**src/rtl/concat_stream_if.sv**
```systemverilog
// concat_stream_if: chunk-in / word-out handshake bundle; flush, out_last and out_cnt exist only with CONCAT_FLUSH_EN
interface concat_stream_if #(
    parameter int DATAW_IN  = 8,
    parameter int DATAW_OUT = 32
);
    logic                 in_valid;
    logic                 in_ready;
    logic [DATAW_IN-1:0]  din;
    logic                 out_valid;
    logic                 out_ready;
    logic [DATAW_OUT-1:0] dout;
    logic                 busy;
`ifdef CONCAT_FLUSH_EN
    logic                                   flush;
    logic                                   out_last;
    logic [$clog2(DATAW_OUT/DATAW_IN):0]    out_cnt;
    modport master (output in_valid, din, out_ready, flush, input in_ready, out_valid, dout, busy, out_last, out_cnt);
    modport slave (input in_valid, din, out_ready, flush, output in_ready, out_valid, dout, busy, out_last, out_cnt);
`else
    modport master (output in_valid, din, out_ready, input in_ready, out_valid, dout, busy);
    modport slave (input in_valid, din, out_ready, output in_ready, out_valid, dout, busy);
`endif
endinterface

```
**src/rtl/concat_stream.sv**
```systemverilog
// concat_stream: packs DATAW_IN-bit chunks into DATAW_OUT-bit words with a one-word output buffer; CONCAT_FLUSH_EN adds partial-word flush
module concat_stream #(
    parameter int DATAW_IN   = 8,
    parameter int DATAW_OUT  = 32,
    parameter int CONCAT_NUM = 4,
    parameter int CONCAT_LEN = 2,
    parameter int LSB_FIRST  = 1
) (
    input  logic           clk,
    input  logic           rst,
    concat_stream_if.slave bus
);
    logic [CONCAT_LEN-1:0] cnt, pos;
    logic [DATAW_OUT-1:0]  acc, acc_nx, word;
    logic                  ovalid, fire, last, stall, emit;
    assign last = cnt == CONCAT_LEN'(CONCAT_NUM - 1);
    assign stall = ovalid && !bus.out_ready;
    assign fire = bus.in_valid && bus.in_ready;
    assign pos = LSB_FIRST != 0 ? cnt : CONCAT_LEN'(CONCAT_NUM - 1) - cnt;
    assign bus.out_valid = ovalid;
    assign bus.dout = word;
    assign bus.busy = cnt != '0;
`ifdef CONCAT_FLUSH_EN
    logic [CONCAT_LEN:0] n_after, ocnt;
    logic                olast;
    assign n_after = {1'b0, cnt} + (CONCAT_LEN + 1)'(fire);
    assign bus.in_ready = !(stall && (last || bus.flush));
    assign emit = (fire && last) || (bus.flush && n_after != '0 && !stall);
    assign bus.out_last = olast;
    assign bus.out_cnt = ocnt;
    // word metadata follows the output register; a flush on a completing chunk still marks it last
    always_ff @(posedge clk or posedge rst)
        if (rst) begin
            olast <= 1'b0;
            ocnt <= '0;
        end else if (emit) begin
            olast <= bus.flush;
            ocnt <= n_after;
        end
`else
    assign bus.in_ready = !(stall && last);
    assign emit = fire && last;
`endif
    // merge the accepted chunk into its slot
    always_comb begin
        acc_nx = acc;
        for (int k = 0; k < CONCAT_NUM; k++)
            if (fire && pos == CONCAT_LEN'(k)) acc_nx[k*DATAW_IN +: DATAW_IN] = bus.din;
    end
    // accumulator is cleared on emission so a partial word always carries zeroed unfilled slots
    always_ff @(posedge clk or posedge rst)
        if (rst) begin
            cnt <= '0;
            acc <= '0;
            ovalid <= 1'b0;
            word <= '0;
        end else begin
            cnt <= emit ? '0 : fire ? cnt + CONCAT_LEN'(1) : cnt;
            acc <= emit ? '0 : acc_nx;
            ovalid <= emit || stall;
            if (emit) word <= acc_nx;
        end
endmodule

```
**src/flat_wrapper.sv**
```systemverilog
// flat-port wrapper written by rule: the top's interface ports become plain ports
module concat_stream_flat 
#(
    parameter int DATAW_IN   = 8,
    parameter int DATAW_OUT  = 32,
    parameter int CONCAT_NUM = 4,
    parameter int CONCAT_LEN = 2,
    parameter int LSB_FIRST  = 1
)
  (clk, rst, bus_in_valid, bus_din, bus_out_ready, bus_in_ready, bus_out_valid, bus_dout, bus_busy);
  concat_stream_if #(.DATAW_IN(DATAW_IN), .DATAW_OUT(DATAW_OUT)) bus_i ();
  input  logic clk;
  input  logic rst;
  input wire logic [$bits(bus_i.in_valid)-1:0] bus_in_valid;
  input wire logic [$bits(bus_i.din)-1:0] bus_din;
  input wire logic [$bits(bus_i.out_ready)-1:0] bus_out_ready;
  output wire logic [$bits(bus_i.in_ready)-1:0] bus_in_ready;
  output wire logic [$bits(bus_i.out_valid)-1:0] bus_out_valid;
  output wire logic [$bits(bus_i.dout)-1:0] bus_dout;
  output wire logic [$bits(bus_i.busy)-1:0] bus_busy;
  assign bus_i.in_valid = bus_in_valid;
  assign bus_i.din = bus_din;
  assign bus_i.out_ready = bus_out_ready;
  assign bus_in_ready = bus_i.in_ready;
  assign bus_out_valid = bus_i.out_valid;
  assign bus_dout = bus_i.dout;
  assign bus_busy = bus_i.busy;
  concat_stream #(.DATAW_IN(DATAW_IN), .DATAW_OUT(DATAW_OUT), .CONCAT_NUM(CONCAT_NUM), .CONCAT_LEN(CONCAT_LEN), .LSB_FIRST(LSB_FIRST)) u_core (.clk(clk), .rst(rst), .bus(bus_i));
endmodule
```
**config.mk**
```make
export PLATFORM = sky130hd
export DESIGN_NAME = concat_stream_flat
export DESIGN_NICKNAME = d
export VERILOG_FILES = /design/src/rtl/concat_stream_if.sv /design/src/rtl/concat_stream.sv /design/src/flat_wrapper.sv
export SDC_FILE = /design/constraint.sdc
export NUM_CORES = 1
export LEC_CHECK = 0
export CORE_MARGIN = 2
export CORE_UTILIZATION = 45
export CTS_BUF_LIST = sky130_fd_sc_hd__clkbuf_4 sky130_fd_sc_hd__clkbuf_8
export DETAILED_ROUTE_END_ITERATION = 12
export PLACE_DENSITY = 0.79
export SYNTH_ARGS = -nofsm -noshare
export SYNTH_HDL_FRONTEND = slang
export SYNTH_SLANG_ARGS = --single-unit
```
**constraint.sdc**
```tcl
create_clock -name clk -period 2.85 [get_ports clk]
set_input_delay 0.855 -clock clk [delete_from_list [all_inputs] [get_ports clk]]
set_output_delay 0.855 -clock clk [all_outputs]
set_load 0.03 [all_outputs]
```
# Yosys cells after proc, flatten, opt, wreduce, memory -nomap -nowiden

Index checks and enable logic that the tools add are counted.

Bits in registers: 67
Bits of input ports: 12
Output and inout port bits: 35
Logic and storage cells: 28

Add/sub/neg operators: 1
Equality and inequality tests: 3
Muxes and demuxes: 7
Reduce and logical (&&, ||, !) cells: 13

Operator list:

| kind                  | number |
|---|---|
| $mux W32              | 1 |
| $mux W8               | 4 |
| $logic_and A1 B1 Y1   | 7 |
| $eq A2 B2 Y1 const B  | 2 |
| $mux W2               | 2 |
| $reduce_bool A2 Y1    | 2 |
| $add A2 B1 Y2 const B | 1 |
| $eq A2 B1 Y1 const B  | 1 |
| $logic_not A1 Y1      | 2 |
| $logic_not A2 Y1      | 1 |
| $logic_or A1 B1 Y1    | 1 |

# Longest topological paths before layout

Gate-level depths: netlist of run 1.

Depth in word-level cells: 8
Depth in mapped cells: 6
Depth with buffers taken out: 5

# Least setup slack after synthesis of run 1

OpenSTA, ideal clock, no wires.

Kind: in2out
From: input port bus_out_ready
To: output port bus_in_ready
Data arrival time: 1.206 ns
Data required time: 1.995 ns
Path slack: 0.789 ns
Stages on the path: 1
Path buffers: 0
Cell sequence: nand3b_1

Word-level cells in the longest chain between the ends: 4

Ends and longest elaborated chain:

| item                | RTL line            | text |
|---|---|---|
| from (decl)         | flat_wrapper.sv:16  | `input wire logic [$bits(bus_i.out_ready)-1:0] bus_out_ready;` |
| $logic_not A1 Y1    | concat_stream.sv:17 | `assign stall = ovalid && !bus.out_ready;` |
| $logic_and A1 B1 Y1 | concat_stream.sv:17 |  |
| $logic_and A1 B1 Y1 | concat_stream.sv:41 | `assign bus.in_ready = !(stall && last);` |
| $logic_not A1 Y1    | concat_stream.sv:41 |  |
| to (decl)           | flat_wrapper.sv:17  | `output wire logic [$bits(bus_i.in_ready)-1:0] bus_in_ready;` |

Every way passes these cells.

# Final worst setup path of run 1

From: register u_core.cnt[0]
To: output port bus_busy

Word-level cells in the longest chain between the ends: 1

Ends and longest elaborated chain:

| item                   | RTL line            | text |
|---|---|---|
| from (decl)            | concat_stream.sv:13 | `logic [CONCAT_LEN-1:0] cnt, pos;` |
| from (signal assigned) | concat_stream.sv:58 | `cnt <= emit ? '0 : fire ? cnt + CONCAT_LEN'(1) : cnt;` |
| $reduce_bool A2 Y1     | concat_stream.sv:22 | `assign bus.busy = cnt != '0;` |
| to (decl)              | flat_wrapper.sv:20  | `output wire logic [$bits(bus_i.busy)-1:0] bus_busy;` |

Every way passes these cells.

==> results.txt, run 1 <==
- Result of the run: complete, no violations
* Warnings, synthesis: 0
* Post-detailed-route DRC marker count: 0
- Summing the areas of all fa, ha and maj instances in the mapped netlist gives 1.82% of the synthesized area.
* Fraction of synthesized area in multiplexers: between 10% and 20%
- The floorplan has 28 rows.
- Data on the critical path arrives at its endpoint at approximately 1.8 ns.
- The critical path in this run is classified as reg2out.
- The via count of the first global-routing pass is ~2k.
* Post-synthesis compound-gate area fraction: 18.9%
* Final-stage net count: 286
* Synth Register Bits: 59
- In this run the vertical extent of the chip is 82.3 µm.
- After synthesis, flip-flops and latches occupy 53.6% of the total area.
- Measured slew at the worst slew-check pin: 0.576 ns
* Power density over the cells: 1300 nW/µm²
- Detailed placement ended at an HPWL of 3630 µm.
* Number of library cell types mapped by synthesis: 19
- The number of setup buffers added after CTS is 0.
- Of all cell types, the one taking the most synthesized area is sky130_fd_sc_hd__dfrtp_1.
- Synthesis produced approximately 220 cells.
- The routed design has 5530 µm of wire.
* Total number of vias: around 1.9k
- The die covers 6770 µm².
* Fin crit period: 2.64 ns
* Antenna Violating Nets Remaining: 0
- Of the available clock period, the critical path in the final layout requires a little over 90%.
- Number of detailed-route iterations in the first pass: 4
- In the global route stage, overall resource usage came out at 19.0%.
* R2R Path Start: u_core.cnt[0]
* IO Port Bufs: 46
- For this design, the sink count on the clock tree is 59.
- Of the post-synthesis cell area, the dominant cell type holds 53.6%.
- After synthesis, the most frequently instantiated cells are sky130_fd_sc_hd__dfrtp_1, sky130_fd_sc_hd__a21oi_1.
- Entering global routing, the biggest net connects 60 pins.
- Setup repair after global routing left no endpoint under its margin.
- The clock passes through at most 2 buffers.
* Post-layout total power: 4450 µW
- In this run the worst setup path begins at u_core.cnt[0].
- Number of synthesized flops with an enable pin: 0
- The number of antenna diodes in the final layout is 0.
* Share of the core filled with cells in the final layout: approximately 58%
- Worst Skew: 0.00560 ns
- Number of antenna violations at the first check in global routing: 0
- Cell types with the largest area share after synthesis: sky130_fd_sc_hd__dfrtp_1, sky130_fd_sc_hd__mux2_2, sky130_fd_sc_hd__o2bb2ai_1
* Launching element type of the critical path: flop
- The number of nets handed over by synthesis was around 240.
- The congestion estimate from routability-driven global placement came to slightly above 0.7.
* Iteration-0 DRC count of the detailed router: roughly 140
* Clock insertion delay at the later pin of the skew report: ~0.32 ns
* Max-slew violations: 0
* Clock transition time at the flip-flop clock pins of the worst setup and hold paths: roughly 0.06 ns
- The number of clock buffers added by TritonCTS is 9.
* Critical hold path startpoint: u_core.acc[16]
- Quantity of gates resized following cts: 0
- Die X: ~80 µm
- Of the total synthesized cell area, the portion taken by XOR and XNOR cells is 0%.
- Critical Path End Type: output pin
- For the worst setup path, the data required time is 2.00 ns.
- The most used flip-flop cell after synthesis is sky130_fd_sc_hd__dfrtp_1.
* Post-Syn Area per Cell: 12.4 µm²
- Dividing the detail-routed wire length by the instance count gives between 15 and 20 µm.
- Max capacitance violation total: 0
- Relative to the synthesized area, the layout overhead comes to 24.1%.
* Dominant combinational cell family by area after synthesis: compound AO/OA/AOI/OAI gates
* Hold crit path type: reg2reg
- For this run the aggregate overflow at the end of global routing stands at 0.
- Register-to-register path setup slack: approximately 1.0 ns
- Setup violations remaining at the end of the flow were counted as 0.
* Wire length of the first global-routing pass: between 9000 and 10000 µm
- Number of top-level pins: 47
- Placeable core area: a little under 6000 µm²
- Max-slew headroom at the worst pin: approximately 62%
- LEAKAGE: roughly 0.0016 µW
* Max FO, Critical Path: 5
- Dominant cell by count in the synthesized netlist: sky130_fd_sc_hd__dfrtp_1
- Fin. Hold Viols: 0
- Async SR Flop Fraction: 100%
* # H-tree levels: 3
- Maximum clock rate: approximately 380 MHz
- Count of hold buffers inserted by post-cts repair: 0
- CTS Root Buffer Type: sky130_fd_sc_hd__clkbuf_8
* Area of the mapped netlist: roughly 2800 µm²
- Fin Setup TNS: 0 ns
- Across the VDD grid, the largest voltage drop is 0.725 mV.
- Clock tree from TritonCTS: built
- Share of synthesized cell area in and, or, nand and nor gates: 7.54%
- Layout cell share with drive strength beyond 1: approximately 16%
- Starting density of the core: roughly 47%
- Detailed-route vias per instance: approximately 5.5
[metrics by stage]
step	cell area, µm²	setup WS [ns]	hold WS [ns]	std cells
2_1_floorplan	2760	0.539	0.449	223
3_3_place_gp	3260	0.366	0.463	334
3_5_place_dp	3260	0.328	0.467	334
4_1_cts	3420	0.188	0.486	346
5_1_grt	3420	0.125	0.500	346
6_report	3420	0.214	0.484	346
[cell usage in the layout (no fill, tap or decap)]
master                            count
sky130_fd_sc_hd__a21oi_1             25
sky130_fd_sc_hd__buf_12               2
sky130_fd_sc_hd__nand2_1              3
sky130_fd_sc_hd__nor2b_4              1
sky130_fd_sc_hd__dfrtp_1             59
sky130_fd_sc_hd__a21o_1              24
sky130_fd_sc_hd__clkbuf_8            11
sky130_fd_sc_hd__nand2b_1             1
sky130_fd_sc_hd__ha_1                 4
sky130_fd_sc_hd__o2bb2ai_1           24
sky130_fd_sc_hd__a31oi_1              1
sky130_fd_sc_hd__inv_2                1
sky130_fd_sc_hd__clkbuf_4             1
sky130_fd_sc_hd__mux2_2              24
sky130_fd_sc_hd__buf_4                4
sky130_fd_sc_hd__inv_1                4
sky130_fd_sc_hd__and2_1               3
sky130_fd_sc_hd__mux2_1               9
sky130_fd_sc_hd__clkdlybuf4s50_1     45
sky130_fd_sc_hd__nor2b_1             24
sky130_fd_sc_hd__nand3b_1             1
[logic make-up after synthesis]
logic type | Yosys count
AO/OA/AOI/OAI | 74
adder cells (fa/ha/maj) | 4
buffers and inverters | 20
flip-flops | 59
multiplexers | 33
AND/OR/NAND/NOR | 33
[flip-flops by register name, summed over array words and instances, names as in the netlist]
name                  flops
u_core.bus.out_valid      1
u_core.acc               24
u_core.bus.dout          32
u_core.cnt                2
[final cells by class]
| type | instances | area [µm²] |
|---|---|---|
| repair buffers | 51 | 520 |
| fillers | 504 | 2500 |
| flip-flops and latches | 59 | 1480 |
| inverters | 5 | 18.8 |
| multi-input cells | 144 | 1150 |
| well taps | 75 | 93.8 |
| clock buffers | 12 | 159 |
[routing by layer]
metal / GRT usage [%] / share of wire, % / up-vias
met2: 28.1 / 46 / 47
met3: 5.43 / 4.8 / 8
met5: 0 / 0 / -
li1: - / - / 887
met4: 7.50 / 1.8 / 0
met1: 26.5 / 47 / 951
[report_power, final]
| part | switching (µW) | internal, µW |
|---|---|---|
| combinational | 1230 | 1100 |
| clock | 285 | 353 |
| sequential | 221 | 1270 |
[final timing paths]
path	end	cells after the start
setup / recovery	bus_busy	4
hold / removal	u_core.acc[16]	1
hold reg to reg	u_core.acc[16]	1
max in group asynchronous	u_core.bus.dout[1]	3
setup reg to reg	u_core.acc[23]	5
min in group asynchronous	u_core.bus.dout[31]	3
[critical path, cell delays in order, from the launching register on]
cell and delay (ns):
sky130_fd_sc_hd__dfrtp_1 0.43, sky130_fd_sc_hd__inv_1 0.09, sky130_fd_sc_hd__ha_1 0.23, sky130_fd_sc_hd__inv_1 0.06, sky130_fd_sc_hd__clkdlybuf4s50_1 0.66
Note: power is estimated with default switching activity, not from simulation.
==> run 2: changes to the inputs <==
- ABC_CLOCK_PERIOD_IN_PS: unset -> 2850
==> results of run 2 <==
No change in the layout: final DEF, timing and power equal those of run 1.
==> run 3: changes to the inputs <==
- CORE_UTILIZATION: 45 -> 50
- PLACE_DENSITY: 0.79 -> 0.85
==> run 3 against run 2 <==
Fmax fell by 0.99%. Routed wire length fell by 2.7%. Design area rose by 0.15%. Total power rose by 0.52%. Die area fell by 9.5%. Register-to-register slack got worse by 0.03 ns. Global-route usage rose by 0.33 points. Critical path depth did not move. Clock power rose by 3%. Via count fell by 0.37%. Utilization rose by 5.6 points. First-iteration DRC count fell by 28%.
==> results.txt, run 3 (same netlist as run 1, synthesis figures left out) <==
* Result of the run: complete, no violations
* CTS Root Buffer Type: sky130_fd_sc_hd__clkbuf_8
- Commonest non-fill, non-tap cell in the layout: sky130_fd_sc_hd__dfrtp_1
- Fin. Hold Viols: 0 (unchanged)
* Routability congestion estimate: 0.765 (+5.2%)
* Post-detailed-route DRC marker count: 0 (unchanged)
* Maximum cell stage delay along the critical path: 0.66 ns (about the same)
* Gr ovfl total: 0 (unchanged)
- The worst hold path belongs to the class reg2reg.
* Net load switching power: 1780 µW (+2.8%)
* Worst Skew: 0.00499 ns (-0.000613 ns)
- The full die area is 6120 µm² (-9.5%).
- Internal Power: 2690 µW (-0.94%)
* Wire length of the first global-routing pass: 9030 µm (-5.3%)
* Post CTS Setup Buffer Count: 0 (unchanged)
- Setup repair after global routing left no endpoint under its margin.
- Pin count of the biggest net entering global routing: 60 (unchanged)
* Proportion of total power due to net switching: 39.8% (+0.89 points)
* Crit path kind: reg2out
* Clock insertion delay at the later pin of the skew report: 0.34 ns (+0.02 ns)
- Routed length per placed instance: 15.5 µm (-2.7%)
- Number of top-level pins: 47 (unchanged)
- The die height came to 78.3 µm (-4.9%).
- The row count came to 27 (-3.6%).
- # H-tree levels: 3 (unchanged)
- The number of flip-flops in the largest register came to 32 (unchanged).
* LEAKAGE: 0.00156 µW (about the same)
* Number of buffer and inverter stages on the critical path: 3 (unchanged)
- The arrival time of data at the critical path endpoint was 1.81 ns (+0.03 ns).
- Layout cell share with drive strength beyond 1: 17.2% (+0.92 points)
- Worst path slowest cell: sky130_fd_sc_hd__clkdlybuf4s50_1
- The clock input transition at the sequential cells of the worst setup and hold paths is 0.06 ns (about the same).
- Clock power frac: 14.7% (+0.4 points)
* Measured slew at the worst slew-check pin: 0.588 ns (+0.0121 ns)
- Antenna Violating Nets Remaining: 0 (unchanged)
* Number of global-route vias before repair: 1846 (-7.4%)
* Critical Path End Type: output pin
- The count of inserted antenna diode cells was 0 (unchanged).
* IO Port Bufs: 46 (unchanged)
- The tightest hold margin came to 0.481 ns (-0.00338 ns).
- The worst setup path is launched from a flop.
- Total routing usage reported by global routing: 19.4% (+0.33 points)
- The ratio of final minimum period to clock period came to 93.4% (+0.92 points).
- The part of the total power dissipated in combinational logic is 52.3% (about the same).
* Detailed placer's ending HPWL: 3510 µm (-3.5%)
* Count of hold buffers inserted by post-cts repair: 0 (unchanged)
- IR Drop Worst-Case VDD: 0.679 mV (-6.3%)
- Fin Setup TNS: 0 ns (unchanged)
* Detailed-route vias per instance: 5.45 (-0.37%)
- The total clock sinks was 59 (unchanged).
- The effective utilization at floorplan came to 51.0% (+4.4 points).
- The minimum clock period after layout was 2.66 ns (+0.0263 ns).
- The relative slew slack was 60.8% (-0.81 points).
* Number of detailed-route iterations in the first pass: 4 (unchanged)
* Part of the total power dissipated in sequential elements: 33.0% (-0.4 points)
- Max clock buf depth: 2 (unchanged)
- Clock tree from TritonCTS: built
- Detailed Route WL: 5380 µm (-2.7%)
- Power density over the cells: 1310 nW/µm² (+0.37%)
- Placeable core area: 5410 µm² (-8.7%)
* Largest delay contributor family on the critical path: buffers and inverters
- Max-slew violations: 0 (unchanged)
- Maximum clock rate: 376 MHz (-0.99%)
* Library cell appearing most often on the critical path: sky130_fd_sc_hd__inv_1
- From synthesis to final layout, the design area changed by 24.2%.
* CTS Buf Count: 9 (unchanged)
* Number of failing setup endpoints in the final timing report: 0 (unchanged)
* Die X: 78.3 µm (-4.9%)
- The number of max-cap violations is 0 (unchanged).
- The required arrival time at the worst endpoint was 2.00 ns (about the same).
- The number of nets in the layout came to 286 (unchanged).
- Cell breakdown of the critical path: inv_1 -> ha_1 -> inv_1 -> clkdlybuf4s50_1
- The initial antenna violation count came to 0 (unchanged).
* Total number of vias: 1886 (-0.37%)
* Max FO, Critical Path: 5 (unchanged)
- In the layout the commonest cells are sky130_fd_sc_hd__dfrtp_1, sky130_fd_sc_hd__clkdlybuf4s50_1, sky130_fd_sc_hd__a21oi_1.
* Iteration-0 DRC count of the detailed router: 102 (-28%)
- Quantity of gates resized following cts: 0 (unchanged)
## run 3: layout make-up
type,count,area (µm²)
clock buffers,10,138
clock inverters,5,30.0
fillers,430,1980
inverters,5,18.8
multi-input cells,144,1150
flip-flops and latches,59,1480
well taps,72,90.1
repair buffers,51,520
## run 3: metrics by stage
stage,utilization (%),power (µW),setup slack (ns),std cells,instance area (µm²)
finish,63.4,4470,0.187,346,3420
global placement,60.3,3760,0.364,331,3260
floorplan,-,3110,0.539,223,2760
global route,63.4,4780,0.0922,346,3420
detailed placement,60.3,3840,0.342,331,3260
CTS,63.4,4500,0.173,346,3420
## run 3: power by group through the flow
stage | clock network [µW] | logic, µW | registers [µW]
detailed placement | 0 | 2350 | 1490
global route | 711 | 2540 | 1530
floorplan | 0 | 1200 | 1910
finish | 657 | 2340 | 1470
global placement | 0 | 2290 | 1470
CTS | 666 | 2360 | 1480
## run 3: final timing paths
path                               startpoint                    to  slack (ns)  cells after the start
max in group asynchronous                 rst         u_core.cnt[0]        1.72                      3
min in group asynchronous                 rst  u_core.bus.out_valid        0.87                      3
worst max register to register  u_core.cnt[1]        u_core.acc[12]        1.01                      5
worst min-delay path            u_core.acc[7]         u_core.acc[7]        0.48                      1
worst max-delay path            u_core.cnt[0]              bus_busy        0.19                      4
worst min register to register  u_core.acc[7]         u_core.acc[7]        0.48                      1
## run 3: routing by layer
metal / global-route usage [%] / vias to the layer above / wire length [µm]
met5: 0 / - / 0
met2: 29.5 / 50 / 2470
li1: - / 906 / -
met4: 7.72 / 0 / 85
met1: 26.5 / 919 / 2580
met3: 5.17 / 11 / 242
## run 3: worst reg2reg max path, delay by kind of cell, from the launching register on
kind	cells	cell delay, ns
fa+ha+maj	1	0.53
simple gates	1	0.43
flops	1	0.41
compound gates	2	0.31
buf+inv	1	0.09
